File: config.mk
export PLATFORM = sky130hd
export DESIGN_NAME = map_mem_arb_flat
export DESIGN_NICKNAME = d
export VERILOG_FILES = /design/src/rtl/map_mem_arb_pkg.sv /design/src/rtl/map_mem_arb_if.sv /design/src/rtl/map_mem_arb_edge_sync.sv /design/src/rtl/map_mem_arb.sv /design/src/flat_wrapper.sv
export SDC_FILE = /design/constraint.sdc
export NUM_CORES = 1
export LEC_CHECK = 0
export ABC_AREA = 1
export CORE_AREA = 2 2 110 139
export DETAILED_ROUTE_END_ITERATION = 7
export DIE_AREA = 0 0 112 141
export PLACE_DENSITY = 0.87
export SYNTH_ARGS = -nofsm -noshare
export SYNTH_HDL_FRONTEND = slang
export SYNTH_SLANG_ARGS = --single-unit
File: constraint.sdc
create_clock -name clk -period 2.15 [get_ports clk]
set_input_delay 0.43 -clock clk [delete_from_list [all_inputs] [get_ports clk]]
set_output_delay 0.43 -clock clk [all_outputs]
set_load 0.1 [all_outputs]
File: src/rtl/map_mem_arb_pkg.sv
// Shared request/state types for the mapper memory arbiter.
// Latency and backpressure: none, types only.
package map_mem_pkg;

    localparam int REQ_AW = 21;

    typedef enum logic [1:0] {
        K_PRG = 2'd0,
        K_SRM = 2'd1,
        K_CHR = 2'd2
    } req_kind_t;

    typedef enum logic {
        OP_RD = 1'b0,
        OP_WR = 1'b1
    } req_op_t;

    typedef struct packed {
        req_kind_t         kind;
        req_op_t           op;
        logic [REQ_AW-1:0] addr;
        logic [7:0]        data;
    } mem_req_t;

    typedef enum logic [1:0] {
        ST_IDLE   = 2'd0,
        ST_ACCESS = 2'd1,
        ST_DONE   = 2'd2
    } arb_st_t;

endpackage

File: src/rtl/map_mem_arb_if.sv
// Mapper channel + unified SRAM bus bundle; slave side is the arbiter.
// Latency: wires only; backpressure: none (the SRAM is a fixed-timing slave).
interface map_mem_arb_if #(
    parameter int PRG_AW = 19,
    parameter int CHR_AW = 17,
    parameter int SRM_AW = 13,
    parameter int MEM_AW = 21
);
    logic              prg_ce, prg_oe, prg_we;
    logic [PRG_AW-1:0] prg_addr;
    logic [7:0]        prg_dati;
    logic              srm_ce, srm_oe, srm_we;
    logic [SRM_AW-1:0] srm_addr;
    logic [7:0]        srm_dati;
    logic              chr_ce, chr_oe, chr_we;
    logic [CHR_AW-1:0] chr_addr;
    logic [7:0]        chr_dati;
    logic [7:0]        prg_do, srm_do, chr_do;
    logic [MEM_AW-1:0] mem_addr;
    logic [7:0]        mem_dout;
    logic [7:0]        mem_din;
    logic              mem_ce_n, mem_oe_n, mem_we_n;

    modport slave (
        input  prg_ce, prg_oe, prg_we, prg_addr, prg_dati,
        input  srm_ce, srm_oe, srm_we, srm_addr, srm_dati,
        input  chr_ce, chr_oe, chr_we, chr_addr, chr_dati,
        input  mem_din,
        output prg_do, srm_do, chr_do,
        output mem_addr, mem_dout, mem_ce_n, mem_oe_n, mem_we_n
    );

    modport master (
        output prg_ce, prg_oe, prg_we, prg_addr, prg_dati,
        output srm_ce, srm_oe, srm_we, srm_addr, srm_dati,
        output chr_ce, chr_oe, chr_we, chr_addr, chr_dati,
        output mem_din,
        input  prg_do, srm_do, chr_do,
        input  mem_addr, mem_dout, mem_ce_n, mem_oe_n, mem_we_n
    );
endinterface

File: src/rtl/map_mem_arb_edge_sync.sv
// Two-flop synchroniser plus an edge-detect flop; rise/fall pulse one clk wide.
// Latency: pulse visible 2 clk edges after the raw edge, consumed on the 3rd; no backpressure.
module edge_sync #(
    parameter logic RST_VAL = 1'b0
) (
    input  logic clk,
    input  logic rst_n,
    input  logic d_i,
    output logic rise_o,
    output logic fall_o
);
    logic [2:0] sync_q;
    logic [2:0] sync_d;

    assign sync_d = {sync_q[1:0], d_i};

    always_ff @(posedge clk or negedge rst_n) begin
        if (!rst_n) begin
            sync_q <= {3{RST_VAL}};
        end else begin
            sync_q <= sync_d;
        end
    end

    assign rise_o = sync_q[1] & ~sync_q[2];
    assign fall_o = ~sync_q[1] & sync_q[2];
endmodule

File: src/rtl/map_mem_arb.sv
// Serialises PRG/SRM/CHR mapper channels onto one async SRAM, PPU side first.
// Latency: idle read -> *_do after 1+ACC_CYC clk; backpressure: none, one-deep slots overwrite and flag ovr.
module map_mem_arb
    import map_mem_pkg::*;
#(
    parameter int                PRG_AW   = 19,
    parameter int                CHR_AW   = 17,
    parameter int                SRM_AW   = 13,
    parameter int                MEM_AW   = 21,
    parameter logic [MEM_AW-1:0] PRG_BASE = 21'h000000,
    parameter logic [MEM_AW-1:0] CHR_BASE = 21'h080000,
    parameter logic [MEM_AW-1:0] SRM_BASE = 21'h0A0000,
    parameter int                ACC_CYC  = 3
) (
    input  logic         clk,
    input  logic         rst_n,
    input  logic         cpu_m2,
    input  logic         ppu_oe_n,
    input  logic         ppu_we_n,
    map_mem_arb_if.slave bus,
    output logic         busy,
    output logic         ovr
);
    localparam int              CW   = $clog2(ACC_CYC);
    localparam logic [CW-1:0]   LAST = CW'(ACC_CYC - 1);

    logic m2_rise, m2_fall, oe_fall, we_rise, oe_rise, we_fall;

    edge_sync #(.RST_VAL(1'b0)) u_sync_m2 (
        .clk(clk), .rst_n(rst_n), .d_i(cpu_m2), .rise_o(m2_rise), .fall_o(m2_fall));
    edge_sync #(.RST_VAL(1'b1)) u_sync_oe (
        .clk(clk), .rst_n(rst_n), .d_i(ppu_oe_n), .rise_o(oe_rise), .fall_o(oe_fall));
    edge_sync #(.RST_VAL(1'b1)) u_sync_we (
        .clk(clk), .rst_n(rst_n), .d_i(ppu_we_n), .rise_o(we_rise), .fall_o(we_fall));

    logic unused_edges;
    assign unused_edges = oe_rise | we_fall;

    mem_req_t  cpu_new, ppu_new, cpu_q, ppu_q, cpu_cand, ppu_cand, gnt_req;
    logic      cpu_new_vld, ppu_new_vld, cpu_vld_q, ppu_vld_q;
    logic      grant_cpu, grant_ppu;
    arb_st_t   st_q;
    logic [CW-1:0] cnt_q;
    req_kind_t cur_kind_q;
    req_op_t   cur_op_q;
    logic [MEM_AW-1:0] mem_addr_q;
    logic [7:0]  mem_dout_q, prg_do_q, srm_do_q, chr_do_q;
    logic        ce_n_q, oe_n_q, we_n_q, busy_q, ovr_q;

    function automatic logic [MEM_AW-1:0] base_of(input req_kind_t k);
        case (k)
            K_SRM:   return SRM_BASE;
            K_CHR:   return CHR_BASE;
            default: return PRG_BASE;
        endcase
    endfunction

    // CPU side: save-RAM decode wins over PRG; the target's oe/we gates the event.
    always_comb begin
        cpu_new     = '0;
        cpu_new_vld = 1'b0;
        if (m2_rise || m2_fall) begin
            cpu_new.op = m2_rise ? OP_RD : OP_WR;
            if (bus.srm_ce) begin
                cpu_new.kind = K_SRM;
                cpu_new.addr = {{(MEM_AW-SRM_AW){1'b0}}, bus.srm_addr};
                cpu_new.data = bus.srm_dati;
                cpu_new_vld  = m2_rise ? bus.srm_oe : bus.srm_we;
            end else if (bus.prg_ce) begin
                cpu_new.kind = K_PRG;
                cpu_new.addr = {{(MEM_AW-PRG_AW){1'b0}}, bus.prg_addr};
                cpu_new.data = bus.prg_dati;
                cpu_new_vld  = m2_rise ? bus.prg_oe : bus.prg_we;
            end
        end
    end

    always_comb begin
        ppu_new     = '0;
        ppu_new_vld = 1'b0;
        if (bus.chr_ce && (oe_fall || we_rise)) begin
            ppu_new.kind = K_CHR;
            ppu_new.op   = oe_fall ? OP_RD : OP_WR;
            ppu_new.addr = {{(MEM_AW-CHR_AW){1'b0}}, bus.chr_addr};
            ppu_new.data = bus.chr_dati;
            ppu_new_vld  = oe_fall ? bus.chr_oe : bus.chr_we;
        end
    end

    // A pending slot is older than a same-cycle event, so it is served first.
    assign ppu_cand  = ppu_vld_q ? ppu_q : ppu_new;
    assign cpu_cand  = cpu_vld_q ? cpu_q : cpu_new;
    assign grant_ppu = (st_q == ST_IDLE) && (ppu_vld_q || ppu_new_vld);
    assign grant_cpu = (st_q == ST_IDLE) && !grant_ppu && (cpu_vld_q || cpu_new_vld);
    assign gnt_req   = grant_ppu ? ppu_cand : cpu_cand;

    always_ff @(posedge clk or negedge rst_n) begin
        if (!rst_n) begin
            cpu_q     <= '0;
            ppu_q     <= '0;
            cpu_vld_q <= 1'b0;
            ppu_vld_q <= 1'b0;
            ovr_q     <= 1'b0;
        end else begin
            if (ppu_new_vld) begin
                if (grant_ppu && !ppu_vld_q) begin
                    ppu_vld_q <= 1'b0;
                end else begin
                    ppu_q     <= ppu_new;
                    ppu_vld_q <= 1'b1;
                    if (ppu_vld_q && !grant_ppu) ovr_q <= 1'b1;
                end
            end else if (grant_ppu) begin
                ppu_vld_q <= 1'b0;
            end

            if (cpu_new_vld) begin
                if (grant_cpu && !cpu_vld_q) begin
                    cpu_vld_q <= 1'b0;
                end else begin
                    cpu_q     <= cpu_new;
                    cpu_vld_q <= 1'b1;
                    if (cpu_vld_q && !grant_cpu) ovr_q <= 1'b1;
                end
            end else if (grant_cpu) begin
                cpu_vld_q <= 1'b0;
            end
        end
    end

    always_ff @(posedge clk or negedge rst_n) begin
        if (!rst_n) begin
            st_q       <= ST_IDLE;
            cnt_q      <= '0;
            cur_kind_q <= K_PRG;
            cur_op_q   <= OP_RD;
            mem_addr_q <= '0;
            mem_dout_q <= '0;
            ce_n_q     <= 1'b1;
            oe_n_q     <= 1'b1;
            we_n_q     <= 1'b1;
            busy_q     <= 1'b0;
            prg_do_q   <= 8'hFF;
            srm_do_q   <= 8'hFF;
            chr_do_q   <= 8'hFF;
        end else begin
            case (st_q)
                ST_IDLE: begin
                    if (grant_ppu || grant_cpu) begin
                        st_q       <= ST_ACCESS;
                        cnt_q      <= '0;
                        cur_kind_q <= gnt_req.kind;
                        cur_op_q   <= gnt_req.op;
                        mem_addr_q <= base_of(gnt_req.kind) + gnt_req.addr;
                        if (gnt_req.op == OP_WR) mem_dout_q <= gnt_req.data;
                        ce_n_q     <= 1'b0;
                        oe_n_q     <= (gnt_req.op != OP_RD);
                        we_n_q     <= 1'b1;
                        busy_q     <= 1'b1;
                    end
                end
                ST_ACCESS: begin
                    if (cnt_q == LAST) begin
                        st_q   <= ST_DONE;
                        ce_n_q <= 1'b1;
                        oe_n_q <= 1'b1;
                        we_n_q <= 1'b1;
                        if (cur_op_q == OP_RD) begin
                            case (cur_kind_q)
                                K_SRM:   srm_do_q <= bus.mem_din;
                                K_CHR:   chr_do_q <= bus.mem_din;
                                default: prg_do_q <= bus.mem_din;
                            endcase
                        end
                    end else begin
                        cnt_q <= cnt_q + 1'b1;
                        // Write strobe trails the address by one cycle of setup.
                        if (cur_op_q == OP_WR) we_n_q <= 1'b0;
                    end
                end
                ST_DONE: begin
                    st_q   <= ST_IDLE;
                    busy_q <= 1'b0;
                end
                default: st_q <= ST_IDLE;
            endcase
        end
    end

    assign bus.mem_addr = mem_addr_q;
    assign bus.mem_dout = mem_dout_q;
    assign bus.mem_ce_n = ce_n_q;
    assign bus.mem_oe_n = oe_n_q;
    assign bus.mem_we_n = we_n_q;
    assign bus.prg_do   = prg_do_q;
    assign bus.srm_do   = srm_do_q;
    assign bus.chr_do   = chr_do_q;
    assign busy         = busy_q;
    assign ovr          = ovr_q;
endmodule
File: src/flat_wrapper.sv
// flat-port wrapper written by rule: the top's interface ports become plain ports
module map_mem_arb_flat import map_mem_pkg::*;
#(
    parameter int                PRG_AW   = 19,
    parameter int                CHR_AW   = 17,
    parameter int                SRM_AW   = 13,
    parameter int                MEM_AW   = 21,
    parameter logic [MEM_AW-1:0] PRG_BASE = 21'h000000,
    parameter logic [MEM_AW-1:0] CHR_BASE = 21'h080000,
    parameter logic [MEM_AW-1:0] SRM_BASE = 21'h0A0000,
    parameter int                ACC_CYC  = 3
)
  (clk, rst_n, cpu_m2, ppu_oe_n, ppu_we_n, busy, ovr, bus_prg_ce, bus_prg_oe, bus_prg_we, bus_prg_addr, bus_prg_dati, bus_srm_ce, bus_srm_oe, bus_srm_we, bus_srm_addr, bus_srm_dati, bus_chr_ce, bus_chr_oe, bus_chr_we, bus_chr_addr, bus_chr_dati, bus_mem_din, bus_prg_do, bus_srm_do, bus_chr_do, bus_mem_addr, bus_mem_dout, bus_mem_ce_n, bus_mem_oe_n, bus_mem_we_n);
  map_mem_arb_if #(.PRG_AW(PRG_AW), .CHR_AW(CHR_AW), .SRM_AW(SRM_AW), .MEM_AW(MEM_AW)) bus_i ();
  input  logic clk;
  input  logic rst_n;
  input  logic cpu_m2;
  input  logic ppu_oe_n;
  input  logic ppu_we_n;
  output logic busy;
  output logic ovr;
  input wire logic [$bits(bus_i.prg_ce)-1:0] bus_prg_ce;
  input wire logic [$bits(bus_i.prg_oe)-1:0] bus_prg_oe;
  input wire logic [$bits(bus_i.prg_we)-1:0] bus_prg_we;
  input wire logic [$bits(bus_i.prg_addr)-1:0] bus_prg_addr;
  input wire logic [$bits(bus_i.prg_dati)-1:0] bus_prg_dati;
  input wire logic [$bits(bus_i.srm_ce)-1:0] bus_srm_ce;
  input wire logic [$bits(bus_i.srm_oe)-1:0] bus_srm_oe;
  input wire logic [$bits(bus_i.srm_we)-1:0] bus_srm_we;
  input wire logic [$bits(bus_i.srm_addr)-1:0] bus_srm_addr;
  input wire logic [$bits(bus_i.srm_dati)-1:0] bus_srm_dati;
  input wire logic [$bits(bus_i.chr_ce)-1:0] bus_chr_ce;
  input wire logic [$bits(bus_i.chr_oe)-1:0] bus_chr_oe;
  input wire logic [$bits(bus_i.chr_we)-1:0] bus_chr_we;
  input wire logic [$bits(bus_i.chr_addr)-1:0] bus_chr_addr;
  input wire logic [$bits(bus_i.chr_dati)-1:0] bus_chr_dati;
  input wire logic [$bits(bus_i.mem_din)-1:0] bus_mem_din;
  output wire logic [$bits(bus_i.prg_do)-1:0] bus_prg_do;
  output wire logic [$bits(bus_i.srm_do)-1:0] bus_srm_do;
  output wire logic [$bits(bus_i.chr_do)-1:0] bus_chr_do;
  output wire logic [$bits(bus_i.mem_addr)-1:0] bus_mem_addr;
  output wire logic [$bits(bus_i.mem_dout)-1:0] bus_mem_dout;
  output wire logic [$bits(bus_i.mem_ce_n)-1:0] bus_mem_ce_n;
  output wire logic [$bits(bus_i.mem_oe_n)-1:0] bus_mem_oe_n;
  output wire logic [$bits(bus_i.mem_we_n)-1:0] bus_mem_we_n;
  assign bus_i.prg_ce = bus_prg_ce;
  assign bus_i.prg_oe = bus_prg_oe;
  assign bus_i.prg_we = bus_prg_we;
  assign bus_i.prg_addr = bus_prg_addr;
  assign bus_i.prg_dati = bus_prg_dati;
  assign bus_i.srm_ce = bus_srm_ce;
  assign bus_i.srm_oe = bus_srm_oe;
  assign bus_i.srm_we = bus_srm_we;
  assign bus_i.srm_addr = bus_srm_addr;
  assign bus_i.srm_dati = bus_srm_dati;
  assign bus_i.chr_ce = bus_chr_ce;
  assign bus_i.chr_oe = bus_chr_oe;
  assign bus_i.chr_we = bus_chr_we;
  assign bus_i.chr_addr = bus_chr_addr;
  assign bus_i.chr_dati = bus_chr_dati;
  assign bus_i.mem_din = bus_mem_din;
  assign bus_prg_do = bus_i.prg_do;
  assign bus_srm_do = bus_i.srm_do;
  assign bus_chr_do = bus_i.chr_do;
  assign bus_mem_addr = bus_i.mem_addr;
  assign bus_mem_dout = bus_i.mem_dout;
  assign bus_mem_ce_n = bus_i.mem_ce_n;
  assign bus_mem_oe_n = bus_i.mem_oe_n;
  assign bus_mem_we_n = bus_i.mem_we_n;
  map_mem_arb #(.PRG_AW(PRG_AW), .CHR_AW(CHR_AW), .SRM_AW(SRM_AW), .MEM_AW(MEM_AW), .PRG_BASE(PRG_BASE), .CHR_BASE(CHR_BASE), .SRM_BASE(SRM_BASE), .ACC_CYC(ACC_CYC)) u_core (.clk(clk), .rst_n(rst_n), .cpu_m2(cpu_m2), .ppu_oe_n(ppu_oe_n), .ppu_we_n(ppu_we_n), .bus(bus_i), .busy(busy), .ovr(ovr));
endmodule
; After elaboration in Yosys (flattened, before gate mapping)
; Cells that the tools add are included.
[word_totals]
register_bits = 140
in_bits = 95
out_inout_bits = 58
word_cells = 135
[op_classes]
n_addsub = 2
n_eq_ne = 11
n_mux = 48
bitwise_logic = 12
reduce_logical = 35
[op_table]
columns = cell, count
row1 = $mux 32, 4
row2 = $mux 27, 2
row3 = $mux 21, 2
row4 = $pmux 20 s2, 1
row5 = $mux 31, 1
row6 = $mux 1, 28
row7 = $add 21x21->21, 1
row8 = $reduce_and 3->1, 4
row9 = $reduce_and 4->1, 3
row10 = $reduce_and 2->1, 5
row11 = $eq 2x2->1 const B, 4
row12 = $logic_and 1x1->1, 8
row13 = $mux 2, 4
row14 = $not 1->1, 8
row15 = $pmux 1 s2, 4
row16 = $pmux 2 s2, 2
row17 = $reduce_bool 2->1, 4
row18 = $eq 2x1->1 const B, 3
row19 = $logic_or 1x1->1, 5
row20 = $and 1x1->1, 4
row21 = $logic_not 1->1, 4
row22 = $ne 2x2->1 const B, 2
row23 = $ne 3x1->1 const B, 1
row24 = $add 2x1->2 const B, 1
row25 = 3 further kinds, 3

; Logic depth before layout (Yosys ltp)
[depth]
ltp_word = 15
ltp_mapped = 16
depth_no_buf = 15

; Cells and area by module
; From an unflattened synthesis, not the netlist that was laid out.
[unflattened]
cells_unflattened = 834
area_unflattened_um2 = 6703.9
[by_module_without_submodules]
columns = mod, n_inst, cells_each, area_per_inst_um2, seq_area_each_um2
row1 = map_mem_arb, 1, 813, 6426.2, 3111.7
row2 = edge_sync (u_core.u_sync_oe ...), 2, 7, 93.8, 78.8
row3 = edge_sync (u_core.u_sync_m2), 1, 7, 90.1, 75.1

; Least setup slack after synthesis
; Ideal clock, no wire load.
[synth_path]
kind = register to register
startpoint = reg u_core.u_sync_oe.sync_q[1]
endpoint = reg u_core.mem_addr_q[19], in the netlist u_core.bus.mem_addr[19]
setup_time_ns = 0.120
t_arrival_ns = 1.960
required_ns = 2.030
path_slack_ns = 0.070
path_stages_with_launch = 17
n_path_buf = 1
path_cell_list = dfstp_2 -> inv_1 -> nand2_2 -> nand2_1 -> nand2_1 -> nand3_2 -> nand2_2 -> nand2_4 -> inv_2 -> clkbuf_2 -> a21oi_1 -> ha_1 -> ha_1 -> inv_1 -> nand3_1 -> nand3_1 -> nand2_1
[synth_between]
elab_chain_cells = 13
[synth_lines]
columns = item, line
row1 = "start, declared", map_mem_arb_edge_sync.sv:12  ; logic [2:0] sync_q;
row2 = "start signal, assigned", map_mem_arb_edge_sync.sv:19  ; sync_q <= {3{RST_VAL}};
row3 = "start signal, assigned", map_mem_arb_edge_sync.sv:21  ; sync_q <= sync_d;
row4 = $not 1->1 (*), map_mem_arb_edge_sync.sv:26  ; assign fall_o = ~sync_q[1] & sync_q[2];
row5 = $and 1x1->1 (*), map_mem_arb_edge_sync.sv:26
row6 = $logic_or 1x1->1, map_mem_arb.sv:81  ; if (bus.chr_ce && (oe_fall || we_rise)) begin
row7 = $logic_and 1x1->1, map_mem_arb.sv:81
row8 = $mux 1, map_mem_arb.sv:81
row9 = $logic_or 1x1->1, map_mem_arb.sv:93  ; assign grant_ppu = (st_q == ST_IDLE) && (ppu_vld_q || ppu_new_vld);
row10 = $logic_and 1x1->1, map_mem_arb.sv:93
row11 = $mux 32, map_mem_arb.sv:95  ; assign gnt_req = grant_ppu ? ppu_cand : cpu_cand;
row12 = $eq 2x2->1 or $eq 2x1->1 (tied branches), map_mem_arb.sv:51  ; case (k)
row13 = $pmux 20 s2, map_mem_arb.sv:51
row14 = $mux 21, map_mem_arb.sv:149  ; if (grant_ppu || grant_cpu) begin
row15 = $mux 21, map_mem_arb.sv:147  ; case (st_q)
row16 = $add 21x21->21, map_mem_arb.sv:154  ; mem_addr_q <= base_of(gnt_req.kind) + gnt_req.addr;
row17 = "end signal, assigned", map_mem_arb.sv:154
row18 = "end, declared", map_mem_arb.sv:46  ; logic [MEM_AW-1:0] mem_addr_q;
; Mark *: on every way between the ends. The rest lies on a longest branch, timed or not. The select of a mux whose other input is x is not followed.
; A chain may end at the register's enable or synchronous reset.

==> results.yml <==
status:
  status: "complete, no violations"
pwr:
  p_leak_nw: 4.30
  power-per-cell-area_mw_per_mm2: 1590
  ir_drop_uv: 1320
  p_total_mw: 14.1
finish:
  area_growth_pct: 34.9
  final_nets: 1083
  final_core_util_pct: 60.5
  diodes: 0
  layout-drive-gt1-share_pct: 20.5
  fin_area_mm2: 0.00886
clocking:
  root_buffer: "clkbuf_16"
  insertion_delay_ns: 0.42
  path_clk_slew_ns: 0.06
  cts_made_buffers: 17
  cts_tree: "yes"
  h-tree-depth: 4
  clock_path_buffers: 2
  clkSinkCount: 132
sta:
  min_period_ns: 2.06
  slew_viol_final: 0
  setup_viol: 0
  tightest_slew_ns: 0.493
  post-route-period-util_pct: 95.7
  fin_ws_ns: 0.0928
  rsz0062_at_grt: "no"
  worst_hold_slack_ns: 0.357
  finalHoldViolCount: 0
  slew_headroom_pct: 67.1
  fin_worst_skew_ns: 0.00880
  fmax_mhz: 486
logic_synthesis:
  synth_mux_area_share_pct: 4.12
  synth_fp_nets: 915
  syn_inst: 813
  synth_enable_flop_cells: 0
  synth_largest_area_cell: "dfrtp_1"
  synth.avg_cell_area_um2: 8.08
  syn_area_mm2: 0.00657
  synth-simple-area-share_pct: 24.0
  synth_top_family_by_area: "simple AND/OR/NAND/NOR gates"
  synth_commonest_cells: "nand2_1 (332), o21ai_0 (111), dfrtp_1 (99), inv_1 (75), dfstp_2 (33)"
  synthAdderAreaFrac_pct: 1.33
  async_flop_share_pct: 100
  netlist.area_leader.share_pct: 37.7
  yosysMostFrequentCell: "nand2_1"
  synth_seq_cells: 132
  yosysWarnings: 0
  synth_ff_type: "dfrtp_1"
  synth_cell_type_count: 32
  synth-xor-area-share_pct: 0
  synth.top_cells.by_area: "dfrtp_1 (38%), nand2_1 (19%), dfstp_2 (13%)"
  ys_seq_area_share_pct: 50.9
  synth_compound_area_share_pct: 11.6
grt:
  grtUsageTotal_pct: 21.7
  grt_max_degree: 52
  grt_pass1_wl_um: 27300
  grt_overflow: 0
  grt_pass1_vias: 5643
  antenna_found_initial: 0
setup_path:
  cp_top_family: "simple AND/OR/NAND/NOR gates"
  arrival_ns: 2.37
  cp-start-kind: "register"
  critPathMaxFanout: 4
  critPathRequiredTime_ns: 2.46
  crit_type: "reg -> reg"
  worstPathCellList: "inv_1 > nand2_2 > nand2_1 > nand2_1 > nand3_2 > nand2_2 > nand2_4 > nand2_1 > inv_1 > ha_1 > ha_1 > inv_1 > nand3_1 > nand3_1 > nand2_1"
  setup.worst_path.end_class: "register"
  max_stage_delay_ns: 0.53
  path_buf_inv: 3
  critPathSlowestCell: "dfstp_2"
  crit_path_frequent_cell: "nand2_1"
floorplan:
  rows: 50
  dieArea_mm2: 0.0158
  die_w_um: 112
  core_area_mm2: 0.0146
  io_pins: 153
  die_h_um: 141
  start_util_pct: 44.8
placement:
  port_buffers: 152
  gp_routability_congestion: 0.860
  pre_cts_ws_ns: -0.0838
  place_area_mm2: 0.00825
  dpl.hpwl_um: 12100
drt:
  dr.pass1.iters: 5
  num_vias: 5865
  drt_iter0_markers: 379
  viasPerCell: 4.99
  ant_nets: 0
  drcViolationCount: 0
  wl_per_cell_um: 14.4
  finalWirelength_um: 17000
flow_run:
  drv_cap: 0
hold_path:
  hold_class: "reg -> reg"
## report_power, final
group / switching, mW / total, mW / internal [mW] / leakage (nW)
registers: 0.467 / 3.98 / 3.51 / 1.62
clock network: 1.22 / 2.82 / 1.60 / 0.286
logic: 5.44 / 7.27 / 1.84 / 2.40
total: 7.12 / 14.1 / 6.95 / 4.30
## routing by layer
metal  up-vias  wire length (um)  share of wire (%)  global-route usage [%]
met5         -                 0                  0                       0
met4         0               455                2.7                    8.73
met3        35               961                5.7                    5.80
met2       197              8480                 50                    36.4
met1      2723              7060                 42                    26.8
li1       2910                 -                  -                       -
## worst register-to-register path: stages, from the launching register on
cell and delay [ns]:
dfstp_2 0.53, inv_1 0.05, nand2_2 0.09, nand2_1 0.05
nand2_1 0.07, nand3_2 0.10, nand2_2 0.12, nand2_4 0.07
nand2_1 0.10, inv_1 0.07, ha_1 0.20, ha_1 0.20
inv_1 0.06, nand3_1 0.07, nand3_1 0.09, nand2_1 0.05
## logic make-up (layout without fill, tap and decap cells)
logic type / after synthesis / after routing
AOI/OAI and AO/OA: 144 / 144
adders and majority gates: 7 / 7
buffers and inverters: 118 / 299
DFF: 132 / 132
muxes: 24 / 24
and+or+nand+nor: 388 / 388
## final cells by class
type                       count  area [um2]
multi-input combinational    563        2690
inverter                      79         299
sequential                   132        3340
tap                          182         228
fill                        1220        5780
clock inverter                14         129
timing repair buffer         188        1710
clock buffer                  18         450
## sequential cells by signal, indices dropped and copies added (netlist names)
register and count:
u_core.u_sync_oe.sync_q 3, u_core.cur_op_q 1, u_core.ppu_vld_q 1, u_core.bus.chr_do 8, u_core.ppu_q 27, u_core.busy 1
u_core.bus.prg_do 8, u_core.u_sync_we.sync_q 3, u_core.bus.mem_oe_n 1, u_core.bus.mem_addr 21, u_core.cpu_q 29, u_core.cur_kind_q 2
u_core.u_sync_m2.sync_q 3, u_core.bus.mem_ce_n 1, u_core.cnt_q 2, u_core.ovr 1, u_core.st_q 2, u_core.cpu_vld_q 1
u_core.bus.mem_dout 8, u_core.bus.srm_do 8, u_core.bus.mem_we_n 1
## stage by stage
| stage | TNS [ns] | instances |
|---|---|---|
| after global routing | 0 | 1176 |
| after global placement | -0.0334 | 1142 |
| after CTS | 0 | 1175 |
| final | 0 | 1176 |
| after detailed placement | -0.484 | 1142 |
| after floorplan | 0 | 813 |
## layout by cell type, fill, tap and decap left out, types with 5 or more instances in the layout
cell             Yosys  final
clkbuf_16            0     18
dfstp_2             33     33
clkdlybuf4s50_1      0     93
buf_4                5     88
nor2_1              13     12
o21ai_0            111    111
buf_12               1      5
dfrtp_1             99     99
mux2_2              24     24
nand3_1             27     27
nand2_1            332    332
a21oi_1             15     15
ha_1                 7      7
inv_1               75     74
o21ai_1              7      7
inv_6                0      6
nor2_2               4      5
## what timing repair did
action / 4_1_cts / 5_1_grt
setup endpoints to repair: 1 / 1
pin swaps: 0 / 2
setup buffers: 0 / 1
resized for setup: 1 / 2
endpoints found under the hold margin: 30 / 0
hold buffers: 1 / 0
## final timing paths
check / slack [ns] / from / to / cells past startpoint
hold / removal: 0.36 / u_core.u_sync_oe.sync_q[0] / u_core.u_sync_oe.sync_q[1] / 0
setup reg to reg: 0.09 / u_core.u_sync_oe.sync_q[1] / u_core.bus.mem_addr[19] / 15
min in group asynchronous: 0.52 / rst_n / u_core.ppu_q[15] / 2
setup / recovery: 0.09 / u_core.u_sync_oe.sync_q[1] / u_core.bus.mem_addr[19] / 15
max in group asynchronous: 0.97 / rst_n / u_core.u_sync_oe.sync_q[0] / 3
hold reg to reg: 0.36 / u_core.u_sync_oe.sync_q[0] / u_core.u_sync_oe.sync_q[1] / 0
Power figures use the tool's default switching activity.
